### src/rtl/pad_in_filter_pkg.sv
`default_nettype none
// +------------------------------------------------------------------+
// | pad_in_filter_pkg : shared widths and limits for pad_in_filter   |
// | Revision: 1.0                                                    |
// +------------------------------------------------------------------+
package pad_in_filter_pkg;

   localparam int c_edge_cnt_w = 16;

   typedef logic [c_edge_cnt_w-1:0] edge_cnt_t;

   localparam edge_cnt_t c_edge_cnt_max = '1;

endpackage
`default_nettype wire

### src/rtl/prim_flop_2sync.sv
`default_nettype none
// +------------------------------------------------------------------+
// | prim_flop_2sync : two-flop synchronizer with configurable reset  |
// | Revision: 1.0                                                    |
// +------------------------------------------------------------------+
module prim_flop_2sync #(
   parameter logic ResetValue = 1'b0
) (
   input  logic clk_i,
   input  logic rst_ni,
   input  logic d_i,
   output logic q_o
);

   logic r_s1;
   logic r_s2;

   always_ff @(posedge clk_i) begin
      if (!rst_ni) begin
         r_s1 <= ResetValue;
         r_s2 <= ResetValue;
      end else begin
         r_s1 <= d_i;
         r_s2 <= r_s1;
      end
   end

   assign q_o = r_s2;

endmodule
`default_nettype wire

### src/rtl/pad_in_filter.sv
`default_nettype none
// +------------------------------------------------------------------+
// | pad_in_filter : synchronizing debounce filter with edge counter  |
// | Revision: 1.0                                                    |
// +------------------------------------------------------------------+
module pad_in_filter
   import pad_in_filter_pkg::*;
#(
   parameter int   CntW       = 8,
   parameter logic ResetValue = 1'b0
) (
   input  logic                    clk_i,
   input  logic                    rst_ni,
   input  logic                    pad_i,
   input  logic                    enable_i,
   input  logic                    filter_en_i,
   input  logic [CntW-1:0]         thresh_i,
   input  logic                    cnt_clr_i,
   output logic                    in_o,
   output logic                    rise_o,
   output logic                    fall_o,
   output logic [c_edge_cnt_w-1:0] edge_cnt_o
);

   logic            w_s2;
   logic [CntW-1:0] w_thr_m1;
   logic            w_diff;
   logic            w_count;
   logic            w_load;

   logic [CntW-1:0] r_cnt;
   logic            r_in;
   logic            r_rise;
   logic            r_fall;
   edge_cnt_t       r_edge_cnt;

   prim_flop_2sync #(
      .ResetValue (ResetValue)
   ) u_sync (
      .clk_i  (clk_i),
      .rst_ni (rst_ni),
      .d_i    (pad_i),
      .q_o    (w_s2)
   );

   // A zero threshold is folded onto one so both need a single stable cycle
   assign w_thr_m1 = (thresh_i == '0) ? '0 : (thresh_i - CntW'(1));
   assign w_diff   = w_s2 ^ r_in;
   assign w_count  = enable_i & filter_en_i & w_diff;
   assign w_load   = enable_i & w_diff & (~filter_en_i | (r_cnt >= w_thr_m1));

   always_ff @(posedge clk_i) begin
      if (!rst_ni) begin
         r_cnt <= '0;
      end else if (w_count && !w_load) begin
         r_cnt <= r_cnt + CntW'(1);
      end else begin
         r_cnt <= '0;
      end
   end

   always_ff @(posedge clk_i) begin
      if (!rst_ni) begin
         r_in   <= ResetValue;
         r_rise <= 1'b0;
         r_fall <= 1'b0;
      end else begin
         r_rise <= w_load & w_s2;
         r_fall <= w_load & ~w_s2;
         if (w_load) begin
            r_in <= w_s2;
         end
      end
   end

   // Clear has priority over a coincident edge; the count sticks at its maximum
   always_ff @(posedge clk_i) begin
      if (!rst_ni) begin
         r_edge_cnt <= '0;
      end else if (cnt_clr_i) begin
         r_edge_cnt <= '0;
      end else if (w_load && (r_edge_cnt != c_edge_cnt_max)) begin
         r_edge_cnt <= r_edge_cnt + edge_cnt_t'(1);
      end
   end

   assign in_o       = r_in;
   assign rise_o     = r_rise;
   assign fall_o     = r_fall;
   assign edge_cnt_o = r_edge_cnt;

endmodule
`default_nettype wire
### config.mk
export PLATFORM = sky130hd
export DESIGN_NAME = pad_in_filter
export DESIGN_NICKNAME = d
export VERILOG_FILES = /design/src/rtl/pad_in_filter_pkg.sv /design/src/rtl/prim_flop_2sync.sv /design/src/rtl/pad_in_filter.sv
export SDC_FILE = /design/constraint.sdc
export NUM_CORES = 1
export LEC_CHECK = 0
export BUFFER_PORTS_ARGS = -buffer_cell sky130_fd_sc_hd__clkbuf_2
export CAP_MARGIN = 20
export CORE_MARGIN = 5
export CORE_UTILIZATION = 54
export CTS_CLUSTER_DIAMETER = 200
export CTS_CLUSTER_SIZE = 10
export DETAILED_ROUTE_END_ITERATION = 8
export PLACE_DENSITY_LB_ADDON = 0.3
export SETUP_SLACK_MARGIN = 0.05
export SLEW_MARGIN = 30
export SYNTH_ARGS = -nofsm -noshare
export SYNTH_HDL_FRONTEND = slang
export SYNTH_HIERARCHICAL = 1
export SYNTH_SLANG_ARGS = --single-unit
### constraint.sdc
create_clock -name clk_i -period 4.7 [get_ports clk_i]
set_input_delay 0.94 -clock clk_i [delete_from_list [all_inputs] [get_ports clk_i]]
set_output_delay 0.94 -clock clk_i [all_outputs]
set_load 0.03 [all_outputs]
==> summary.md, run 1 <==
| Metric | Value |
|---|---|
| Die ar. | `around 4200 um2` |
| Count of unique library cells instantiated by Yosys | `34` |
| Post-Synthesis Cells | `190` |
| Cell with the largest stage delay on the worst path | `sky130_fd_sc_hd__a2111oi_2` |
| Clock input transition at the sequential cells of the worst setup and hold paths | `about 0.090 ns` |
| Synth top area share | `0.3614` |
| Clock network fraction of design power | `0.428` |
| Rel. slew slack | `0.6271` |
| Max-cap violation count | `0` |
| # setup viols final | `0` |
| Post-synthesis simple-gate area fraction | `0.3185` |
| Post-synthesis share of cell area spent on full adders, half adders and majority gates | `0.08567` |
| Height of the chip | `64.55 um` |
| Unrepaired setup endpoints after global routing | `false` |
| Buffer depth of the longest clock path | `2` |
| Number of warning messages in the yosys log | `6` |
| Portion of netlist area occupied by mux cells | `0.01947` |
| Post_cts resized | `0` |
| Switching power summed over all nets | `between 100 and 150 uW` |
| Kind of launch point of the worst setup path | `input pin` |
| Number of buffers added to fix hold violations after cts | `0` |
| Largest family of logic cells by synthesized area | `simple AND/OR/NAND/NOR gates` |
| Total number of clock tree sinks | `29` |
| Horizontal die dimension | `64.55 um` |
| Internal power | `around 390 uW` |
| Xor/xnor share of the synthesized area | `0.1036` |
| Flip-flop and latch count after synthesis | `29` |
| Number of buffers added by the clock tree synthesis step | `5` |
| Mapped Nets | `215` |
| Classification of the worst setup path | `in2reg` |
| First-pass GRT wire length | `6430 um` |
| Most common library cell in the layout ignoring fill and taps | `sky130_fd_sc_hd__clkbuf_2` |
| Buffers on Ports | `32` |
| Final Critical Period | `around 3.9 ns` |
| Top library cells by usage in the layout, fill and taps aside | `32 x sky130_fd_sc_hd__clkbuf_2, 29 x sky130_fd_sc_hd__dfxtp_1, 24 x sky130_fd_sc_hd__nor2_1` |
| Leading area contributor after synthesis | `sky130_fd_sc_hd__dfxtp_1` |
| Sequential area share after synthesis | `0.3614` |
| Post-CTS setup repair buffer count | `0` |
| Number of rows in the core area | `19` |
| Critical path fanouts, max | `12` |
| Transition time at the pin with the least slew margin | `about 0.56 ns` |
| Effective utilization at floorplan | `0.5727` |
| Post-DP HPWL | `2759 um` |
| Placed Instance Area | `1795 um2` |
| Setup tns final | `0 ns` |
| Via count | `1481` |
| Maximum ir drop on the vdd rail | `between 0.0002 and 0.00025 V` |
| Cell occurring most often along the worst timing path | `sky130_fd_sc_hd__or3_1` |
| Ratio of routed vias to standard cells | `between 5 and 6` |
| Share of the clock period used by the worst path after layout | `0.8402` |
| CTS tree | `built` |
| Final WS setup | `around 0.75 ns` |
| Required time of the critical path | `around 5 ns` |
| Category of the worst setup path capture point | `flop` |
| Run status | `finished, final reports clean` |
| Share of total power consumed by net switching | `0.2189` |
| Pre-CTS WS | `0.4050 ns` |
| Detailed-route wire length per cell | `around 14 um` |
| Count of buffer and inverter cells on the critical path | `2` |
| RD Place Congestion | `slightly below 0.9` |
| Hold violation count in the final report | `0` |
| Clock Tree Root | `sky130_fd_sc_hd__clkbuf_4` |
| Final count of pins violating max slew | `0` |
| Power Dens Cells | `around 270 nW/um2` |
| Core box area | `~2800 um2` |
| Routed WL | `about 3600 um` |
| Area growth from synthesis to layout | `17.06%` |
| Biggest cell delay along the critical path | `about 0.46 ns` |
| Io pins | `33` |
| Nets@finish | `approximately 250` |
| Upper clock frequency limit | `around 0.25 GHz` |
| Final standard cell area without fillers | `around 1900 um2` |
| Type of the tightest min-delay check | `reg2reg` |
| Synth Area in Compound Gates | `0.09112` |
| Post-route ant nets | `0` |
| Combinational cell fraction of total power | `0.077` |
| Number of DRC markers in iteration 0 | `between 100 and 150` |
| Initial DRT Pass Iterations | `4` |
| Largest net degree at the start of global routing | `16` |
| Post-Synthesis Mean Instance Area | `between 8 and 9 um2` |
| Leak | `between 0.0008 and 0.0009 uW` |
| Number of levels in the clock H-tree | `2` |
| Drt drc | `0` |
| Via count of the first global-routing pass | `~1500` |
| Proportion of layout cells with a drive suffix above 1 | `0.1982` |
| Reg power frac | `0.495` |
| Mapped cell area | `about 1600 um2` |
| Setup Skew | `a little under 0.006 ns` |
| Top cells by area, synth | `sky130_fd_sc_hd__dfxtp_1 36%, sky130_fd_sc_hd__xor2_1 9.3%, sky130_fd_sc_hd__ha_1 8.6%` |
| Data arrival time of the critical path | `4.16 ns` |
| Global route total overflow | `0` |
| GRT Overall Usage | `0.1927` |
| Critical path's top delay family | `simple AND/OR/NAND/NOR gates` |
| Count of inserted antenna diode cells | `0` |
| Number of fillers in the final layout | `around 250` |
| Ordered list of cells on the worst path | `clkbuf_2 > or3_1 > or3_1 > or3b_4 > and2_4 > ha_1 > nand2b_1 > a2111oi_2 > o31ai_2 > buf_4 > nand2_1 > mux2i_1 > nor2_1` |
| Number of antenna violations at the first check in global routing | `0` |
| Latest clock arrival within the worst-skew pair | `0.33 ns` |
## kinds of logic after synthesis
logic type | Yosys count
flops | 29
simple gates | 99
mux | 3
compound gates | 21
xor+xnor | 19
buf+inv | 8
fa+ha+maj | 11
## routing by layer
layer / up-vias / share of wire / track usage
li1: 738 / - / -
met1: 684 / 0.44 / 0.2157
met2: 50 / 0.48 / 0.3351
met3: 9 / 0.061 / 0.06390
met4: 0 / 0.021 / 0.08179
met5: - / 0 / 0
## final cells by class
type,instances,area (um2),area share
clock buffer,7,55.05,0.02927
tap,31,38.79,0.02063
clock inverter,1,30.03,0.01597
multi-input combinational,153,993.5,0.5283
inverter,4,15.01,0.007984
sequential,29,580.6,0.3087
timing repair buffer,33,167.7,0.08916
## final timing paths
check	to	cells after the start	slack (ns)	start
setup reg to reg	edge_cnt_o[1]	9	2.30	r_cnt[0]
hold / removal	u_sync/q_o	1	0.46	u_sync/r_s1
setup / recovery	edge_cnt_o[1]	13	0.75	thresh_i[3]
hold reg to reg	u_sync/q_o	1	0.46	u_sync/r_s1
## registers in the layout, indices dropped and copies added, names as in the netlist
name	cells
edge_cnt_o	16
fall_o	1
in_o	1
r_cnt	8
rise_o	1
u_sync/q_o	1
u_sync/r_s1	1
## cell usage after synthesis
library cell                count
sky130_fd_sc_hd__mux2_2         1
sky130_fd_sc_hd__a21o_1         1
sky130_fd_sc_hd__nand2_1       17
sky130_fd_sc_hd__clkbuf_1       2
sky130_fd_sc_hd__o21ai_0        5
sky130_fd_sc_hd__dfxtp_1       29
sky130_fd_sc_hd__and3_1         7
sky130_fd_sc_hd__o31ai_2        1
sky130_fd_sc_hd__o31a_1         2
sky130_fd_sc_hd__nand2b_1       5
sky130_fd_sc_hd__o31ai_1        1
sky130_fd_sc_hd__nor2b_1        2
sky130_fd_sc_hd__a221oi_1       1
sky130_fd_sc_hd__nand4_1        7
sky130_fd_sc_hd__and4_1         2
sky130_fd_sc_hd__xnor2_1        2
sky130_fd_sc_hd__a21oi_1        6
sky130_fd_sc_hd__nand4b_1       1
sky130_fd_sc_hd__a2111oi_2      1
sky130_fd_sc_hd__nor3_1         4
sky130_fd_sc_hd__and2_4         1
sky130_fd_sc_hd__or4_1          1
sky130_fd_sc_hd__nor2_1        24
sky130_fd_sc_hd__xor2_1        17
sky130_fd_sc_hd__and2_1         7
sky130_fd_sc_hd__inv_1          4
sky130_fd_sc_hd__o21a_1         1
sky130_fd_sc_hd__o211ai_1       2
sky130_fd_sc_hd__or3_1          7
sky130_fd_sc_hd__mux2i_1        2
sky130_fd_sc_hd__ha_1          11
sky130_fd_sc_hd__buf_2          2
sky130_fd_sc_hd__nand3_1       13
sky130_fd_sc_hd__or3b_4         1
## power groups by stage
stage | clock [uW] | combinational [uW] | sequential [uW]
2_1_floorplan | 0 | 23.2 | 253
3_3_place_gp | 0 | 34.9 | 253
3_5_place_dp | 0 | 38.1 | 253
4_1_cts | 217 | 38.6 | 247
5_1_grt | 232 | 43.9 | 248
6_report | 214 | 38.5 | 247
## metrics by stage
step                      utilization  hold slack [ns]  cells  total power [uW]
after floorplan                     -           0.4118    190             276.5
after global placement         0.6401           0.4231    250             288.0
after detailed placement       0.6401           0.4351    250             291.2
after CTS                      0.6704           0.4664    258             503.1
after global routing           0.6704           0.4866    258             523.1
final                          0.6704           0.4589    258             499.4
(Power assumes the default switching activity.)
==> inputs of run 2 (changes only) <==
Settings changed: CORE_UTILIZATION 54 to 49.
Clock period 4.7 ns to 3.2 ns, I/O delays scaled along.
==> run 2 against run 1 <==
The run now ends with setup timing left; sequential share of layout area shrank 4.5 points; utilization rose by 3.9 points; register-to-register slack worse by 1.2 ns; clock skew increased by 0.0084 ns; hold slack worse by 0.015 ns; setup slack got worse by 0.83 ns; global-route usage is 0.26 points lower; die area rose by 8.6%; clock power increased by 49%; combinational power rose by 120%; cell count increased by 14%; largest cell class unchanged.
==> summary.md, run 2 (synthesis gave the netlist of run 1 again) <==
| Metric | Value |
|---|---|
| Area growth from synthesis to layout | `36.99% (was 17.06%)` |
| Nets@finish | `275 (was 251)` |
| Height of the chip | `67.26 um (was 64.55 um)` |
| Violations in the final reports | `setup timing` |
| Ordered list of cells on the worst path | `buf_6 > or3_4 > or3_4 > or3_4 > buf_4 > a21oi_2 > ha_1 > and3_4 > a221oi_2 > buf_4 > o31ai_4 > nand2_2 > buf_4 > buf_6 > mux2i_1 > nor2_1 (was clkbuf_2 > or3_1 > or3_1 > or3b_4 > and2_4 > ha_1 > nand2b_1 > a2111oi_2 > o31ai_2 > buf_4 > nand2_1 > mux2i_1 > nor2_1)` |
| Upper clock frequency limit | `about 0.3 GHz` |
| Global route total overflow | `0 (unchanged)` |
| Clock Tree Root | `sky130_fd_sc_hd__clkbuf_4 (unchanged)` |
| Post-route ant nets | `0 (unchanged)` |
| Total number of clock tree sinks | `29 (unchanged)` |
| Instance count along the most critical hold path | `1 (unchanged)` |
| Buffer depth of the longest clock path | `2 (unchanged)` |
| Final standard cell area without fillers | `2201 um2 (was 1881 um2)` |
| First-pass GRT wire length | `6527 um (was 6430 um)` |
| Length of routed wiring on met1 | `1839 um (was 1593 um)` |
| Drt drc | `0 (unchanged)` |
| Biggest cell delay along the critical path | `0.38 ns (was 0.46 ns)` |
| Cell with the largest stage delay on the worst path | `sky130_fd_sc_hd__or3_4 (was sky130_fd_sc_hd__a2111oi_2)` |
| Via count of the first global-routing pass | `1548 (was 1511)` |
| Io pins | `33 (unchanged)` |
| Core box area | `3103 um2 (was 2805 um2)` |
| Category of the worst setup path capture point | `flop (unchanged)` |
| Worst reg-to-reg setup slack | `1.11 ns (was 2.30 ns)` |
| Share of the clock period used by the worst path after layout | `1.026` |
| Data arrival time of the critical path | `3.49 ns (was 4.16 ns)` |
| Type of the tightest min-delay check | `reg2reg (unchanged)` |
| Core Util, Final | `0.7093 (was 0.6704)` |
| Die ar. | `4524 um2 (was 4166 um2)` |
| Via count | `1539 (was 1481)` |
| Amount of wire on met2 after detailed routing | `1796 um (was 1723 um)` |
| Count of inserted antenna diode cells | `0 (unchanged)` |
| RD Place Congestion | `0.7319 (was 0.8688)` |
| Count of buffer and inverter cells on the critical path | `5 (was 2)` |
| Power Dens Cells | `348.7 nW/um2 (was 265.6 nW/um2)` |
| Clock input transition at the sequential cells of the worst setup and hold paths | `0.09 ns (about the same)` |
| Critical path fanouts, max | `5 (was 12)` |
| Classification of the worst setup path | `in2reg (unchanged)` |
| Number of rows in the core area | `20 (was 19)` |
| Kind of launch point of the worst setup path | `input pin (unchanged)` |
| Final WS setup | `-0.08355 ns (was 0.7511 ns)` |
| Setup tns final | `-0.3804 ns (was 0 ns)` |
| Top routing layer in use | `met4 (unchanged)` |
| First element of the critical path | `thresh_i[3] (unchanged)` |
| Horizontal die dimension | `67.26 um (was 64.55 um)` |
| Number of buffers added by the clock tree synthesis step | `5 (unchanged)` |
| Most common library cell in the layout ignoring fill and taps | `sky130_fd_sc_hd__clkbuf_2 (unchanged)` |
| Setup Skew | `0.01420 ns (was 0.005768 ns)` |
| Number of flip-flops in the largest register | `16 (unchanged)` |
| Origin of the worst min-delay path | `u_sync/r_s1 (unchanged)` |
| Post-layout total power | `767.4 uW (was 499.4 uW)` |
| Number of antenna violations at the first check in global routing | `0 (unchanged)` |
| Post-route insts no fill | `295 (was 258)` |
| Initial DRT Pass Iterations | `4 (unchanged)` |
| Ratio of routed vias to standard cells | `5.217 (was 5.740)` |
| Leak | `0.0009757 uW (was 0.0008277 uW)` |
| Largest net degree at the start of global routing | `16 (unchanged)` |
| Routed WL | `3929 um (was 3615 um)` |
| Worst-case reg-to-reg path depth | `9 (unchanged)` |
| Proportion of layout cells with a drive suffix above 1 | `0.3307 (was 0.1982)` |
| CTS tree | `built (unchanged)` |
| Top library cells by usage in the layout, fill and taps aside | `31 x sky130_fd_sc_hd__clkbuf_2, 29 x sky130_fd_sc_hd__dfxtp_1, 24 x sky130_fd_sc_hd__nor2_1 (was 32 x sky130_fd_sc_hd__clkbuf_2, 29 x sky130_fd_sc_hd__dfxtp_1, 24 x sky130_fd_sc_hd__nor2_1)` |
| Post-DP HPWL | `2602 um (was 2759 um)` |
| # setup viols final | `12 (was 0)` |
| Run status | `finished with violations (was finished, final reports clean)` |
| Rel. slew slack | `0.6123 (was 0.6271)` |
| Reg2reg end | `edge_cnt_o[6] (was edge_cnt_o[1])` |
| Maximum ir drop on the vdd rail | `0.0002536 V (was 0.0002038 V)` |
| Transition time at the pin with the least slew margin | `0.5816 ns (was 0.5594 ns)` |
| Final Critical Period | `approximately 3.3 ns` |
| Placed Instance Area | `1939 um2 (was 1795 um2)` |
| Max-cap violation count | `0 (unchanged)` |
| Effective utilization at floorplan | `0.5177 (was 0.5727)` |
| Worst hold endpoint | `u_sync/q_o (unchanged)` |
| Number of DRC markers in iteration 0 | `68 (was 104)` |
| Final count of pins violating max slew | `0 (unchanged)` |
| Detailed-route wire length per cell | `13.32 um (was 14.01 um)` |
| Crit Reg-Reg Startpoint | `r_cnt[0] (unchanged)` |
| Latest clock arrival within the worst-skew pair | `0.34 ns (was 0.33 ns)` |
| Hold violation count in the final report | `0 (unchanged)` |
| Required time of the critical path | `3.41 ns (was 4.91 ns)` |
| Unrepaired setup endpoints after global routing | `true (was false)` |
| Critical path's top delay family | `simple AND/OR/NAND/NOR gates (unchanged)` |
| GRT Overall Usage | `0.1901 (was 0.1927)` |
| Instance count after placement with tap cells included | `277 (was 250)` |
| Met3 wire length | `210 um (was 221 um)` |
| Buffers on Ports | `32 (unchanged)` |
| Number of levels in the clock H-tree | `2 (unchanged)` |
-- run 2: cell count changes in the layout (fill, tap and decap cells not counted), moves of 2 or more --
cell	change
sky130_fd_sc_hd__buf_4	+19
sky130_fd_sc_hd__buf_6	+5
sky130_fd_sc_hd__nand2_2	+2
sky130_fd_sc_hd__or3_1	-3
sky130_fd_sc_hd__or3_4	+3
sky130_fd_sc_hd__nand2_1	-3
-- run 2: stage by stage --
step           hold slack [ns]  setup WS [ns]
6_report                0.4436       -0.08355
4_1_cts                 0.4515       0.007341
2_1_floorplan           0.4118        -0.1608
3_3_place_gp            0.4145        -0.3657
5_1_grt                 0.4977        -0.1824
3_5_place_dp            0.4210        -0.4439
-- run 2: where the power goes --
part	leakage [uW]	total [uW]	switching (uW)	internal, uW
clock	0.0000455	319	132	186
sequential	0.000234	363	1.17	362
combinational	0.000696	85.5	40.6	44.8
total	0.000976	767	174	593
-- run 2: how the worst max path moves through the flow --
stage,end,slack [ns],depth (start not counted)
after floorplan,edge_cnt_o[6],-0.16,13
after global placement,edge_cnt_o[13],-0.37,14
after detailed placement,edge_cnt_o[13],-0.44,14
after CTS,edge_cnt_o[13],0.007,13
after global routing,edge_cnt_o[1],-0.18,16
final,edge_cnt_o[1],-0.08,16
-- run 2: final cells by class --
cell class | count | area [um2]
clock inverter | 1 | 30.03
multi-input combinational | 153 | 1099
sequential | 29 | 580.6
timing repair buffer | 57 | 366.6
fill | 258 | 902.1
clock buffer | 7 | 55.05
inverter | 4 | 15.01
tap | 44 | 55.05
-- run 2: what timing repair did --
item / CTS / global route
hold buffers: 0 / 0
endpoints found under the hold margin: 0 / 0
endpoints found under the setup margin: 18 / 27
resized for setup: 12 / 10
cloned: 2 / 0
buffers inserted: 3 / 5
pin swaps: 1 / 6
-- run 2: routing by layer --
layer | up-vias | GRT usage
met5 | - | 0
met4 | 0 | 0.08354
met3 | 7 | 0.06156
met2 | 41 | 0.3067
met1 | 703 | 0.2304
li1 | 788 | -
==> inputs of run 3 (changes only) <==
Settings changed: CORE_UTILIZATION 49 to 54.
Clock period 3.2 ns to 3.7 ns, I/O delays scaled along.
==> run 3 against run 2 <==
The run now ends clean; combinational power decreased by 40%; total power decreased by 27%; clock-buffer cell count unchanged; first-iteration DRC count increased by 16%; utilization decreased by 3.4 points; sequential cell count unchanged; via count decreased by 4.2%; sequential share of layout area increased by 4.2 points; die area decreased by 7.9%; clock skew about the same; global-route usage decreased by 0.38 points; setup slack improved by 0.28 ns.
==> summary.md, run 3 (synthesis gave the netlist of run 1 again) <==
| Metric | Value |
|---|---|
| Latest clock arrival within the worst-skew pair | `0.33 ns (was 0.34 ns)` |
| GRT Overall Usage | `0.1863 (was 0.1901)` |
| Number of DRC markers in iteration 0 | `79 (was 68)` |
| Io pins | `33 (unchanged)` |
| Die ar. | `4166 um2 (was 4524 um2)` |
| Drt drc | `0 (unchanged)` |
| Met1 track demand over resource in global routing | `0.2226 (was 0.2304)` |
| Max-cap violation count | `0 (unchanged)` |
| Transition time at the pin with the least slew margin | `0.5652 ns (was 0.5816 ns)` |
| Final count of pins violating max slew | `0 (unchanged)` |
| Number of antenna violations at the first check in global routing | `0 (unchanged)` |
| Final Critical Period | `3.504 ns` |
| Unrepaired setup endpoints after global routing | `false (was true)` |
| Number of rows in the core area | `19 (was 20)` |
| Final standard cell area without fillers | `1896 um2 (was 2201 um2)` |
| Top library cells by usage in the layout, fill and taps aside | `32 x sky130_fd_sc_hd__clkbuf_2, 29 x sky130_fd_sc_hd__dfxtp_1, 24 x sky130_fd_sc_hd__nor2_1 (was 31 x sky130_fd_sc_hd__clkbuf_2, 29 x sky130_fd_sc_hd__dfxtp_1, 24 x sky130_fd_sc_hd__nor2_1)` |
| Nets@finish | `257 (was 275)` |
| Most common library cell in the layout ignoring fill and taps | `sky130_fd_sc_hd__clkbuf_2 (unchanged)` |
| Largest net degree at the start of global routing | `16 (unchanged)` |
| Proportion of layout cells with a drive suffix above 1 | `0.2155 (was 0.3307)` |
| Final WS setup | `0.1959 ns (was -0.08355 ns)` |
| Detailed-route wire length per cell | `13.42 um (was 13.32 um)` |
| Met2 track utilization from global routing | `0.3093 (was 0.3067)` |
| Run status | `finished, final reports clean (was finished with violations)` |
| Number of fillers in the final layout | `236 (was 258)` |
| Classification of the worst setup path | `in2reg (unchanged)` |
| Post-route ant nets | `0 (unchanged)` |
| Clock input transition at the sequential cells of the worst setup and hold paths | `0.09 ns (about the same)` |
| First-pass GRT wire length | `6216 um (was 6527 um)` |
| Maximum ir drop on the vdd rail | `0.0002150 V (was 0.0002536 V)` |
| Number of buffers added to fix hold violations after cts | `0 (unchanged)` |
| Global route total overflow | `0 (unchanged)` |
| Via count | `1475 (was 1539)` |
| RD Place Congestion | `0.8787 (was 0.7319)` |
| Power Dens Cells | `294.2 nW/um2 (was 348.7 nW/um2)` |
| Number of levels in the clock H-tree | `2 (unchanged)` |
| Number of flip-flops in the largest register | `16 (unchanged)` |
| Buffer depth of the longest clock path | `2 (unchanged)` |
| Ratio of routed vias to standard cells | `5.608 (was 5.217)` |
| Clock Tree Root | `sky130_fd_sc_hd__clkbuf_4 (unchanged)` |
| Kind of launch point of the worst setup path | `input pin (unchanged)` |
| Post-DP HPWL | `2732 um (was 2602 um)` |
| Height of the chip | `64.55 um (was 67.26 um)` |
| Pre-CTS WS | `-0.1203 ns (was -0.4439 ns)` |
| Leak | `0.0008412 uW (was 0.0009757 uW)` |
| Rel. slew slack | `0.6232 (was 0.6123)` |
| Horizontal die dimension | `64.55 um (was 67.26 um)` |
| Count of inserted antenna diode cells | `0 (unchanged)` |
| Post_cts resized | `0 (was 12)` |
| Type of the tightest min-delay check | `reg2reg (unchanged)` |
| Buffers on Ports | `32 (unchanged)` |
| Initial DRT Pass Iterations | `6 (was 4)` |
| Total number of clock tree sinks | `29 (unchanged)` |
| Category of the worst setup path capture point | `flop (unchanged)` |
| Upper clock frequency limit | `between 0.2 and 0.3 GHz` |
| Hold violation count in the final report | `0 (unchanged)` |
| Post-layout total power | `557.6 uW (was 767.4 uW)` |
| Effective utilization at floorplan | `0.5727 (was 0.5177)` |
| Critical path fanouts, max | `9 (was 5)` |
| Post-CTS setup repair buffer count | `0 (was 3)` |
| Core box area | `2805 um2 (was 3103 um2)` |
| Placed Instance Area | `1841 um2 (was 1939 um2)` |
| Routed WL | `3529 um (was 3929 um)` |
| Data arrival time of the critical path | `3.71 ns (was 3.49 ns)` |
| # setup viols final | `0 (was 12)` |
| Area growth from synthesis to layout | `17.99% (was 36.99%)` |
| Number of buffers added by the clock tree synthesis step | `5 (unchanged)` |
| Via count of the first global-routing pass | `1464 (was 1548)` |
| Routing usage on met3 | `0.06045 (was 0.06156)` |
| Share of the clock period used by the worst path after layout | `0.9470` |
| Required time of the critical path | `3.90 ns (was 3.41 ns)` |
| CTS tree | `built (unchanged)` |
| Setup Skew | `0.01455 ns (was 0.01420 ns)` |
| Busiest grt layer | `met2 (unchanged)` |
run 3: changes by cell type in the layout (fill, tap and decap cells not counted), sizes merged:
cell	delta
buf	-19
bufinv	-1
clkbuf	+1
run 3: layout make-up:
type | instances | area [um2] | share of cell area
repair buffers | 39 | 212.7 | 0.1122
inverters | 4 | 15.01 | 0.007921
multi-input cells | 153 | 993.5 | 0.5241
flip-flops and latches | 29 | 580.6 | 0.3063
well taps | 31 | 38.79 | 0.02046
clock buffers | 7 | 55.05 | 0.02904
run 3: power breakdown:
group / internal, uW / leakage [uW] / switching [uW]
combinational: 24.0 / 0.000576 / 27.5
sequential: 313 / 0.000234 / 1.03
clock: 89.5 / 0.0000314 / 102
run 3: critical path: stages:
cell and delay, ns:
sky130_fd_sc_hd__clkbuf_2 0.09, sky130_fd_sc_hd__or3_1 0.38, sky130_fd_sc_hd__or3_1 0.33, sky130_fd_sc_hd__or3b_4 0.42
sky130_fd_sc_hd__and2_4 0.17, sky130_fd_sc_hd__ha_1 0.26, sky130_fd_sc_hd__nand2b_1 0.16, sky130_fd_sc_hd__a2111oi_2 0.47
sky130_fd_sc_hd__o31ai_2 0.16, sky130_fd_sc_hd__buf_4 0.19, sky130_fd_sc_hd__nand3_1 0.10, sky130_fd_sc_hd__xor2_1 0.18
sky130_fd_sc_hd__nor2_1 0.05
run 3: worst paths after layout:
check / endpoint / start / slack [ns] / cells after the start
max reg2reg: edge_cnt_o[8] / r_cnt[0] / 1.48 / 9
min reg2reg: u_sync/q_o / u_sync/r_s1 / 0.45 / 1
min: u_sync/q_o / u_sync/r_s1 / 0.45 / 1
max: edge_cnt_o[8] / thresh_i[3] / 0.20 / 13
run 3: through the flow:
step           setup TNS [ns]  instances  hold WS (ns)    util
4_1_cts                     0        263        0.4608  0.6757
3_5_place_dp           -1.258        256        0.4360  0.6561
5_1_grt                     0        263        0.4874  0.6757
3_3_place_gp                0        256        0.4238  0.6561
2_1_floorplan               0        190        0.4118       -
6_report                    0        263        0.4492  0.6757
run 3: per-layer routing:
metal,up-vias,part of all wire
met5,-,0
li1,748,-
met1,672,0.45
met2,46,0.47
met4,0,0.012
met3,9,0.060
